==> src/rtl/water_dispenser_controller_if.sv <==
// Front-panel bundle for one dispensing nozzle: digit switches, buttons, flow meter in;
// amounts, valve command and status out.
interface water_dispenser_controller_if #(
  parameter int SWITCH_COUNT = 10,
  parameter int AMOUNT_WIDTH = 14
);
  logic [SWITCH_COUNT-1:0] switches_i;
  logic                    button_add_i;
  logic                    button_erase_i;
  logic                    button_ok_i;
  logic                    button_cancel_i;
  logic                    flow_pulse_i;
  logic [AMOUNT_WIDTH-1:0] total_amount_o;
  logic [2:0]              digit_count_o;
  logic [AMOUNT_WIDTH-1:0] dispensed_amount_o;
  logic                    valve_open_o;
  logic                    busy_o;
  logic                    done_o;
  logic                    aborted_o;

  modport master (
    output switches_i, button_add_i, button_erase_i, button_ok_i, button_cancel_i, flow_pulse_i,
    input  total_amount_o, digit_count_o, dispensed_amount_o, valve_open_o, busy_o, done_o,
           aborted_o
  );

  modport slave (
    input  switches_i, button_add_i, button_erase_i, button_ok_i, button_cancel_i, flow_pulse_i,
    output total_amount_o, digit_count_o, dispensed_amount_o, valve_open_o, busy_o, done_o,
           aborted_o
  );
endinterface

==> src/rtl/water_dispenser_controller.sv <==
// Keypad amount entry followed by valve-open metering of flow-meter pulses until the
// target is reached or the user cancels.
//   state        | meaning
//   ST_ENTRY     | collecting digits, valve closed
//   ST_DISPENSING| valve open, crediting flow pulses toward total_amount
module water_dispenser_controller #(
  parameter int SWITCH_COUNT        = 10,
  parameter int MAXIMUM_DIGIT_COUNT = 4,
  parameter int AMOUNT_WIDTH        = 14,
  parameter int ML_PER_PULSE        = 10
) (
  input logic                          clock_i,
  input logic                          reset_i,
  water_dispenser_controller_if.slave  pnl
);

  localparam int SUM_W = AMOUNT_WIDTH + 1;

  typedef enum logic {ST_ENTRY, ST_DISPENSING} state_e;

  state_e                  state_q, state_d;
  logic [3:0]              btn_q;
  logic [3:0]              btn_cur;
  logic [3:0]              btn_rise;
  logic [AMOUNT_WIDTH-1:0] total_q, total_d;
  logic [2:0]              count_q, count_d;
  logic [AMOUNT_WIDTH-1:0] disp_q, disp_d;
  logic                    valve_q, valve_d;
  logic                    busy_q, busy_d;
  logic                    done_q, done_d;
  logic                    aborted_q, aborted_d;

  logic [3:0]              digit;
  logic                    digit_valid;
  logic [SUM_W-1:0]        disp_sum;
  logic [AMOUNT_WIDTH-1:0] disp_upd;

  // bit order {cancel, ok, erase, add}
  assign btn_cur  = {pnl.button_cancel_i, pnl.button_ok_i, pnl.button_erase_i, pnl.button_add_i};
  assign btn_rise = btn_cur & ~btn_q;

  // Scan downward so the lowest asserted switch is the one left standing.
  always_comb begin
    digit       = 4'd0;
    digit_valid = 1'b0;
    for (int i = SWITCH_COUNT - 1; i >= 0; i--) begin
      if (i < 10 && pnl.switches_i[i]) begin
        digit       = 4'(i);
        digit_valid = 1'b1;
      end
    end
  end

  assign disp_sum = {1'b0, disp_q} + SUM_W'(ML_PER_PULSE);

  always_comb begin
    disp_upd = disp_q;
    if (pnl.flow_pulse_i) begin
      if (disp_sum >= {1'b0, total_q}) disp_upd = total_q;
      else                             disp_upd = disp_sum[AMOUNT_WIDTH-1:0];
    end
  end

  always_comb begin
    state_d   = state_q;
    total_d   = total_q;
    count_d   = count_q;
    disp_d    = disp_q;
    valve_d   = valve_q;
    busy_d    = busy_q;
    done_d    = 1'b0;
    aborted_d = aborted_q;
    case (state_q)
      ST_ENTRY: begin
        if (btn_rise[3]) begin
          total_d = '0;
          count_d = '0;
        end else if (btn_rise[2]) begin
          if (total_q != '0) begin
            state_d   = ST_DISPENSING;
            disp_d    = '0;
            valve_d   = 1'b1;
            busy_d    = 1'b1;
            aborted_d = 1'b0;
          end
        end else if (btn_rise[1]) begin
          if (count_q != 3'd0) begin
            total_d = total_q / AMOUNT_WIDTH'(10);
            count_d = count_q - 3'd1;
          end
        end else if (btn_rise[0]) begin
          if (digit_valid && count_q < 3'(MAXIMUM_DIGIT_COUNT)) begin
            total_d = total_q * AMOUNT_WIDTH'(10) + AMOUNT_WIDTH'(digit);
            count_d = count_q + 3'd1;
          end
        end
      end
      ST_DISPENSING: begin
        disp_d = disp_upd;
        if (btn_rise[3] || disp_upd >= total_q) begin
          state_d   = ST_ENTRY;
          total_d   = '0;
          count_d   = '0;
          valve_d   = 1'b0;
          busy_d    = 1'b0;
          done_d    = 1'b1;
          aborted_d = btn_rise[3];
        end
      end
      default: state_d = ST_ENTRY;
    endcase
  end

  always_ff @(posedge clock_i) begin
    if (reset_i) begin
      state_q   <= ST_ENTRY;
      btn_q     <= '1;
      total_q   <= '0;
      count_q   <= '0;
      disp_q    <= '0;
      valve_q   <= 1'b0;
      busy_q    <= 1'b0;
      done_q    <= 1'b0;
      aborted_q <= 1'b0;
    end else begin
      state_q   <= state_d;
      btn_q     <= btn_cur;
      total_q   <= total_d;
      count_q   <= count_d;
      disp_q    <= disp_d;
      valve_q   <= valve_d;
      busy_q    <= busy_d;
      done_q    <= done_d;
      aborted_q <= aborted_d;
    end
  end

  assign pnl.total_amount_o     = total_q;
  assign pnl.digit_count_o      = count_q;
  assign pnl.dispensed_amount_o = disp_q;
  assign pnl.valve_open_o       = valve_q;
  assign pnl.busy_o             = busy_q;
  assign pnl.done_o             = done_q;
  assign pnl.aborted_o          = aborted_q;

endmodule

==> src/flat_wrapper.sv <==
// flat-port wrapper written by rule: the top's interface ports become plain ports
module water_dispenser_controller_flat 
#(
  parameter int SWITCH_COUNT        = 10,
  parameter int MAXIMUM_DIGIT_COUNT = 4,
  parameter int AMOUNT_WIDTH        = 14,
  parameter int ML_PER_PULSE        = 10
)
  (clock_i, reset_i, pnl_switches_i, pnl_button_add_i, pnl_button_erase_i, pnl_button_ok_i, pnl_button_cancel_i, pnl_flow_pulse_i, pnl_total_amount_o, pnl_digit_count_o, pnl_dispensed_amount_o, pnl_valve_open_o, pnl_busy_o, pnl_done_o, pnl_aborted_o);
  water_dispenser_controller_if #(.SWITCH_COUNT(SWITCH_COUNT), .AMOUNT_WIDTH(AMOUNT_WIDTH)) pnl_i ();
  input logic clock_i;
  input logic reset_i;
  input wire logic [$bits(pnl_i.switches_i)-1:0] pnl_switches_i;
  input wire logic [$bits(pnl_i.button_add_i)-1:0] pnl_button_add_i;
  input wire logic [$bits(pnl_i.button_erase_i)-1:0] pnl_button_erase_i;
  input wire logic [$bits(pnl_i.button_ok_i)-1:0] pnl_button_ok_i;
  input wire logic [$bits(pnl_i.button_cancel_i)-1:0] pnl_button_cancel_i;
  input wire logic [$bits(pnl_i.flow_pulse_i)-1:0] pnl_flow_pulse_i;
  output wire logic [$bits(pnl_i.total_amount_o)-1:0] pnl_total_amount_o;
  output wire logic [$bits(pnl_i.digit_count_o)-1:0] pnl_digit_count_o;
  output wire logic [$bits(pnl_i.dispensed_amount_o)-1:0] pnl_dispensed_amount_o;
  output wire logic [$bits(pnl_i.valve_open_o)-1:0] pnl_valve_open_o;
  output wire logic [$bits(pnl_i.busy_o)-1:0] pnl_busy_o;
  output wire logic [$bits(pnl_i.done_o)-1:0] pnl_done_o;
  output wire logic [$bits(pnl_i.aborted_o)-1:0] pnl_aborted_o;
  assign pnl_i.switches_i = pnl_switches_i;
  assign pnl_i.button_add_i = pnl_button_add_i;
  assign pnl_i.button_erase_i = pnl_button_erase_i;
  assign pnl_i.button_ok_i = pnl_button_ok_i;
  assign pnl_i.button_cancel_i = pnl_button_cancel_i;
  assign pnl_i.flow_pulse_i = pnl_flow_pulse_i;
  assign pnl_total_amount_o = pnl_i.total_amount_o;
  assign pnl_digit_count_o = pnl_i.digit_count_o;
  assign pnl_dispensed_amount_o = pnl_i.dispensed_amount_o;
  assign pnl_valve_open_o = pnl_i.valve_open_o;
  assign pnl_busy_o = pnl_i.busy_o;
  assign pnl_done_o = pnl_i.done_o;
  assign pnl_aborted_o = pnl_i.aborted_o;
  water_dispenser_controller #(.SWITCH_COUNT(SWITCH_COUNT), .MAXIMUM_DIGIT_COUNT(MAXIMUM_DIGIT_COUNT), .AMOUNT_WIDTH(AMOUNT_WIDTH), .ML_PER_PULSE(ML_PER_PULSE)) u_core (.clock_i(clock_i), .reset_i(reset_i), .pnl(pnl_i));
endmodule
==> config.mk <==
export PLATFORM = sky130hd
export DESIGN_NAME = water_dispenser_controller_flat
export DESIGN_NICKNAME = d
export VERILOG_FILES = /design/src/rtl/water_dispenser_controller_if.sv /design/src/rtl/water_dispenser_controller.sv /design/src/flat_wrapper.sv
export SDC_FILE = /design/constraint.sdc
export NUM_CORES = 1
export LEC_CHECK = 0
export ABC_AREA = 0
export BUFFER_PORTS_ARGS = -buffer_cell sky130_fd_sc_hd__buf_4
export CAP_MARGIN = 20
export CORE_MARGIN = 3
export CORE_UTILIZATION = 45
export DETAILED_ROUTE_END_ITERATION = 10
export PLACE_DENSITY_LB_ADDON = 0.08
export SETUP_SLACK_MARGIN = 0.15
export SYNTH_ARGS = -nofsm -noshare
export SYNTH_HDL_FRONTEND = slang
export SYNTH_SLANG_ARGS = --single-unit
==> constraint.sdc <==
create_clock -name clock_i -period 16.8 [get_ports clock_i]
set_input_delay 0 -clock clock_i [delete_from_list [all_inputs] [get_ports clock_i]]
set_output_delay 0 -clock clock_i [all_outputs]
set_load 0.05 [all_outputs]
==> results of run 1 <==
-- critical path, delay by kind of cell (launching register included) --
kind,cells,cell delay [ns]
compound gates,16,2.55
simple gates,7,1.18
fa+ha+maj,3,0.85
buf+inv,3,0.67
flops,1,0.44
xor+xnor,1,0.25
-- logic make-up (layout without fill, tap and decap cells) --
kind of cell,count (synthesis),count (layout)
buf+inv,75,100
flops,39,39
mux,11,11
xor+xnor,37,37
fa+ha+maj,58,58
simple gates,201,201
compound gates,225,225
-- area by class of cell --
| type | instances | area, sq um |
|---|---|---|
| fill | 1046 | 5014 |
| multi-input combinational | 532 | 3782 |
| sequential | 39 | 780.7 |
| timing repair buffer | 60 | 460.4 |
| tap | 136 | 170.2 |
| inverter | 32 | 120.1 |
| clock buffer | 5 | 68.82 |
| clock inverter | 3 | 20.02 |
-- power breakdown --
group	internal [mW]	switching (mW)	leakage, nW	total (mW)
registers	0.0940	0.00338	0.316	0.0974
clock network	0.0290	0.0385	0.0402	0.0674
logic	0.0291	0.0431	1.85	0.0721
total	0.152	0.0849	2.21	0.237
-- sequential cells by signal, indices dropped and copies added, names as in the netlist --
name,count
u_core.pnl.dispensed_amount_o,14
u_core.pnl.valve_open_o,1
u_core.state_q,1
u_core.pnl.done_o,1
u_core.pnl.aborted_o,1
u_core.btn_q,4
u_core.pnl.total_amount_o,14
u_core.pnl.digit_count_o,3
-- layout by cell type, fill, tap and decap left out, types with 4 or more instances in the layout --
master	netlist	final
buf_4	2	56
nor2_1	53	53
ha_1	51	51
a21oi_1	49	49
dfxtp_1	39	39
o21ai_0	35	35
nand2_1	35	35
inv_1	31	31
xnor2_1	25	25
nor3_1	25	25
nand3_1	21	21
a21o_1	15	15
a211oi_1	13	13
xor2_1	12	12
o21a_1	11	11
a22oi_1	11	11
o31ai_1	9	9
a31oi_1	9	9
nor4_1	9	9
nor2b_1	8	8
nand4_1	8	8
nand2b_1	8	8
mux2i_1	7	7
o22ai_1	7	7
o21bai_1	7	7
or3_1	7	7
a22o_1	6	6
a211o_1	5	5
a32o_1	5	5
clkbuf_8	0	5
o31a_1	4	4
o211ai_1	4	4
or2_2	4	4
dlygate4sd3_1	0	4
-- worst max-delay path by stage --
stage                     slack, ns                           end                              from  depth (start not counted)
after floorplan               10.43  u_core.pnl.total_amount_o[1]  u_core.pnl.dispensed_amount_o[1]                         29
after global placement        10.93  u_core.pnl.total_amount_o[0]  u_core.pnl.dispensed_amount_o[1]                         30
after detailed placement      10.90  u_core.pnl.total_amount_o[0]  u_core.pnl.dispensed_amount_o[1]                         30
after CTS                     10.85  u_core.pnl.total_amount_o[0]  u_core.pnl.dispensed_amount_o[1]                         30
after global routing          10.22  u_core.pnl.total_amount_o[8]  u_core.pnl.dispensed_amount_o[1]                         30
final                         10.78  u_core.pnl.total_amount_o[0]  u_core.pnl.dispensed_amount_o[1]                         30
-- routing by layer --
metal	vias up	GRT usage, %
met2	142	40.03
met5	-	0
li1	2472	-
met3	16	2.504
met4	0	5.805
met1	2368	30.61
-- timing repair --
action | CTS | global route
hold buffers | 4 | 0
endpoints found under the setup margin | 0 | 0
hold endpoints to repair | 4 | 0
==> qor.yml, run 1 <==
setup_path:
  cp.required_ns: 17.05
  start_kind: "flop"
  reg2reg_to: "u_core.pnl.total_amount_o[0]"
  ff2ff_setup_slack_ns: 10.78
  crit_type: "flop to flop"
  max_stage_delay_ns: 0.44
  cp_slowest_cell: "dfxtp_1"
  cpMostUsedCell: "o21a_1"
  worstSetupEndpointType: "flop"
  arrival_ns: 6.26
  cp_max_fo: 17
  r2r_cells: 30
  r2r-start: "u_core.pnl.dispensed_amount_o[1]"
grt:
  overflow: 0
  grt_util_all_layers_pct: 23.10
  antenna_found_initial: 0
  grt_pass1_vias: 4620
  grt_max_degree: 27
  grt_pass1_wl_um: 22730
synthesis:
  synth_xor_area_share_pct: 6.639
  synth_common_cells: "nor2_1 (53), ha_1 (51), a21oi_1 (49)"
  yosysMostFrequentCell: "nor2_1"
  synth.yosys.seq_area_share_pct: 16.00
  ys_warn_count: 0
  synthArstFlopShare_pct: 0
  syn_inst: 646
  syn_area_sq_um: 4881
  syn-mean-instance-area_sq_um: 7.556
  syn_nets: 717
  yosys.area_share.simple_pct: 21.43
  synth_edf_count: 0
  yosysTopAreaCell: "dfxtp_1"
  synth_compound_area_share_pct: 31.81
  synth_cell_type_count: 82
  synth.area.mux_share_pct: 2.358
  synth-seq-cells: 39
  synth_top_family_by_area: "compound AO/OA/AOI/OAI gates"
  ys_top_cells_by_area: "dfxtp_1 (16%), ha_1 (13%), a21oi_1 (5.0%)"
  synthAdderAreaFrac_pct: 15.15
  synth_top_area_share_pct: 16.00
  ys.flop_type: "dfxtp_1"
sta:
  setup_viol: 0
  slew_headroom_pct: 38.81
  worstMarginPinSlew_ns: 0.9138
  totalNegativeSetupSlack_ns: 0
  finalHoldViolCount: 0
  drv_slew: 0
  rsz0062_at_grt: "false"
  post-route-min-period_ns: 6.016
  clock_skew_ns: 0.008446
  timing.final.crit_share_pct: 35.81
  fmax_ghz: 0.1662
  hold_ws_ns: 0.04391
  timing.final.ws_setup_ns: 10.78
routing:
  firstDrtPassIters: 5
  drtIter0Drc: 541
  wl_met1_um: 6343
  highest_layer: "met4"
  wl_per_cell_um: 17.25
  via_per_inst: 6.193
  drt.antenna.violating_nets: 0
  routed_wl_um: 13920
  drc: 0
  wl_met2_um: 6766
  num_vias: 4998
  wl_met3_um: 645
final_layout:
  nNetsFinal: 741
  area_delta_synth_final_pct: 10.69
  instances_no_fill: 807
  drive_above_1_share_pct: 13.56
  postLayoutCoreUtil_pct: 51.87
  diodes: 0
  final_area_sq_um: 5403
hold_path:
  hold_path_end: "u_core.pnl.digit_count_o[0]"
  holdPathStages: 2
  hold_path.class: "input pin to flop"
  min_from: "reset_i"
place:
  gp_congestion: 0.9258
  io_buffers: 51
  dp_hpwl_um: 10620
  post-place-cells: 795
  placed_area_sq_um: 5274
  post-place-ws_ns: 10.90
floorplanning:
  die_area_sq_um: 12130
  core_area_sq_um: 10420
  initial_utilization_pct: 46.86
  die_w_um: 110.1
  row_count: 37
  die_y_um: 110.1
  io_pins: 52
clock_tree:
  clockRootBuffer: "clkbuf_8"
  cts_buffer_depth: 2
  cts_made_buffers: 5
  cts_resized: 0
  cts_sinks: 39
  cts_tree: "yes"
  cts_setup_buffers: 0
  htree_levels: 2
  cts.clk_slew.worst_paths_ns: 0.09
  worstSkewPairLatency_ns: 0.30
power:
  fin_total_pwr_mw: 0.2369
  vdd_drop_max_mv: 0.03156
  cellPowerDensity_nw_per_um2: 43.86
  p_leak_nw: 2.210
flow_run:
  maxCapViolCount: 0
status:
  status: "finished, final reports clean"
(Power assumes the default switching activity.)
==> run 2: changes to the inputs <==
==> constraint.sdc (replaced) <==
create_clock -name clock_i -period 5.2 [get_ports clock_i]
set_input_delay 0 -clock clock_i [delete_from_list [all_inputs] [get_ports clock_i]]
set_output_delay 0 -clock clock_i [all_outputs]
set_load 0.05 [all_outputs]
==> run 2 against run 1 <==
  * First-iteration DRC count grew 23%
  * Worst hold slack improved by 0.0040 ns
  * Routed wire length up 14%
  * Critical endpoint is now u_core.pnl.aborted_o
  * Sequential share of layout area down 1.1 points
  * Critical path type unchanged
  * Highest routed layer unchanged
  * Count of clock-buffer cells in the layout increased by 1
==> qor.yml, run 2 (synthesized netlist as in run 1, its figures left out) <==
routing:
  drt.antenna.violating_nets: 0  # unchanged
  via_per_inst: 6.214  # was 6.193
  drtIter0Drc: 665  # was 541
  firstDrtPassIters: 6  # was 5
  routed_wl_um: 15830  # was 13920 um
  wl_per_cell_um: 18.53  # was 17.25 um
  drc: 0  # unchanged
  num_vias: 5307  # was 4998
place:
  post-place-cells: 811  # was 795
  post-place-ws_ns: 0.09903  # was 10.90 ns
  io_buffers: 51  # unchanged
  gp_congestion: 0.9540  # was 0.9258
  placed_area_sq_um: 5552  # was 5274 sq um
  dp_hpwl_um: 11230  # was 10620 um
sta:
  drv_slew: 0  # unchanged
  setup_viol: 0  # unchanged
  worstMarginPinSlew_ns: 0.9897  # was 0.9138 ns
  fmax_ghz: 0.1978  # was 0.1662 GHz
  slew_headroom_pct: 33.73  # was 38.81%
  clock_skew_ns: 0.01367  # was 0.008446 ns
  rsz0062_at_grt: "true"  # was false
  timing.final.crit_share_pct: 97.23  # was 35.81%
  timing.final.ws_setup_ns: 0.1438  # was 10.78 ns
  post-route-min-period_ns: 5.056  # was 6.016 ns
  finalHoldViolCount: 0  # unchanged
grt:
  grt_util_all_layers_pct: 26.25  # was 23.10%
  grt_pass1_wl_um: 24980  # was 22730 um
  grt_pass1_vias: 4955  # was 4620
  overflow: 0  # unchanged
  antenna_found_initial: 0  # unchanged
  grt_max_degree: 27  # unchanged
final_layout:
  drive_above_1_share_pct: 26.88  # was 13.56%
  regArea_sq_um: 818.3  # was 780.7 sq um
  multi_input_area_sq_um: 4073  # was 3782 sq um
  final_area_sq_um: 6147  # was 5403 sq um
  nNetsFinal: 788  # was 741
  diodes: 0  # unchanged
  final_common_cell: "buf_4"  # unchanged
  instances_no_fill: 854  # was 807
  area_delta_synth_final_pct: 25.94  # was 10.69%
  mostFrequentLayoutCells: "buf_4 (94), nor2_1 (52), ha_1 (49)"  # was buf_4 (56), nor2_1 (53), ha_1 (51)
  postLayoutCoreUtil_pct: 59.01  # was 51.87%
  fillers: 958  # was 1046
setup_path:
  crit_type: "flop to flop"  # unchanged
  cp_slowest_cell: "dfxtp_4"  # was dfxtp_1
  cpMostUsedCell: "o21a_1"  # unchanged
  start_kind: "flop"  # unchanged
  cp_max_fo: 5  # was 17
  cp.required_ns: 5.46  # was 17.05 ns
  max_stage_delay_ns: 0.40  # was 0.44 ns
  worstSetupEndpointType: "flop"  # unchanged
  arrival_ns: 5.31  # was 6.26 ns
status:
  status: "finished, final reports clean"  # unchanged
power:
  cellPowerDensity_nw_per_um2: 136.9  # was 43.86 nW/um^2
  vdd_drop_max_mv: 0.09131  # was 0.03156 mV
  p_leak_nw: 2.574  # was 2.210 nW
  fin_total_pwr_mw: 0.8413  # was 0.2369 mW
hold_path:
  hold_path.class: "input pin to flop"  # unchanged
floorplanning:
  die_area_sq_um: 12130  # unchanged
  initial_utilization_pct: 46.86  # unchanged
  die_w_um: 110.1  # unchanged
  die_y_um: 110.1  # unchanged
  core_area_sq_um: 10420  # unchanged
  io_pins: 52  # unchanged
  row_count: 37  # unchanged
clock_tree:
  cts_tree: "yes"  # unchanged
  cts_made_buffers: 5  # unchanged
  worstSkewPairLatency_ns: 0.31  # was 0.30 ns
  clockRootBuffer: "clkbuf_8"  # unchanged
  htree_levels: 2  # unchanged
  cts.clk_slew.worst_paths_ns: 0.09  # about the same
  cts_sinks: 39  # unchanged
  cts_buffer_depth: 2  # unchanged
flow_run:
  maxCapViolCount: 0  # unchanged
## run 2: changes by cell type in the layout (fill, tap and decap cells not counted), sizes merged
cell | before | now
buf | 56 | 103
clkbuf | 5 | 6
clkinvlp | 2 | 1
## run 2: final cells by class
cell class	instances	share of cell area (%)
clock buffers	6	1.181
clock inverters	2	0.2035
inverters	32	1.954
multi-input cells	532	66.25
flip-flops and latches	39	13.31
well taps	136	2.768
repair buffers	107	14.33
## run 2: where the power goes
part / internal (mW) / switching, mW / total (mW)
logic: 0.142 / 0.176 / 0.318
clock network: 0.0941 / 0.124 / 0.218
registers: 0.300 / 0.00547 / 0.306
## run 2: per-stage QoR
step	hold slack, ns	TNS, ns
2_1_floorplan	0.1066	-0.01529
3_3_place_gp	0.1957	0
3_5_place_dp	0.1982	0
4_1_cts	0.03741	0
5_1_grt	0.03605	-1.358
6_report	0.04786	0
## run 2: timing repair
action	CTS	global route
gates resized for setup	17	31
endpoints found under the hold margin	4	0
buffers inserted	24	6
pin swaps	30	25
hold buffers	4	0
cloned	1	0
setup endpoints to repair	14	21
## run 2: critical path, delay by kind of cell, from the launching register on
kind	cells	cell delay (ns)
compound gates	22	3.42
fa+ha+maj	2	0.58
buf+inv	3	0.31
flops	1	0.40
mux	1	0.27
## run 2: path summary, 6_finish.rpt
check                                                 startpoint                           to  slack, ns  cells past startpoint
worst min register to register              u_core.pnl.aborted_o         u_core.pnl.aborted_o       0.49                      1
worst min-delay path                                     reset_i  u_core.pnl.digit_count_o[1]       0.05                      2
worst max-delay path            u_core.pnl.dispensed_amount_o[1]         u_core.pnl.aborted_o       0.14                     28
worst max register to register  u_core.pnl.dispensed_amount_o[1]         u_core.pnl.aborted_o       0.14                     28
## run 2: layer usage
| metal | track usage [%] | part of all wire [%] | vias up |
|---|---|---|---|
| li1 | - | - | 2572 |
| met1 | 33.77 | 42 | 2501 |
| met2 | 45.54 | 49 | 203 |
| met3 | 2.970 | 5.9 | 31 |
| met4 | 8.795 | 2.5 | 0 |
| met5 | 0 | 0 | - |
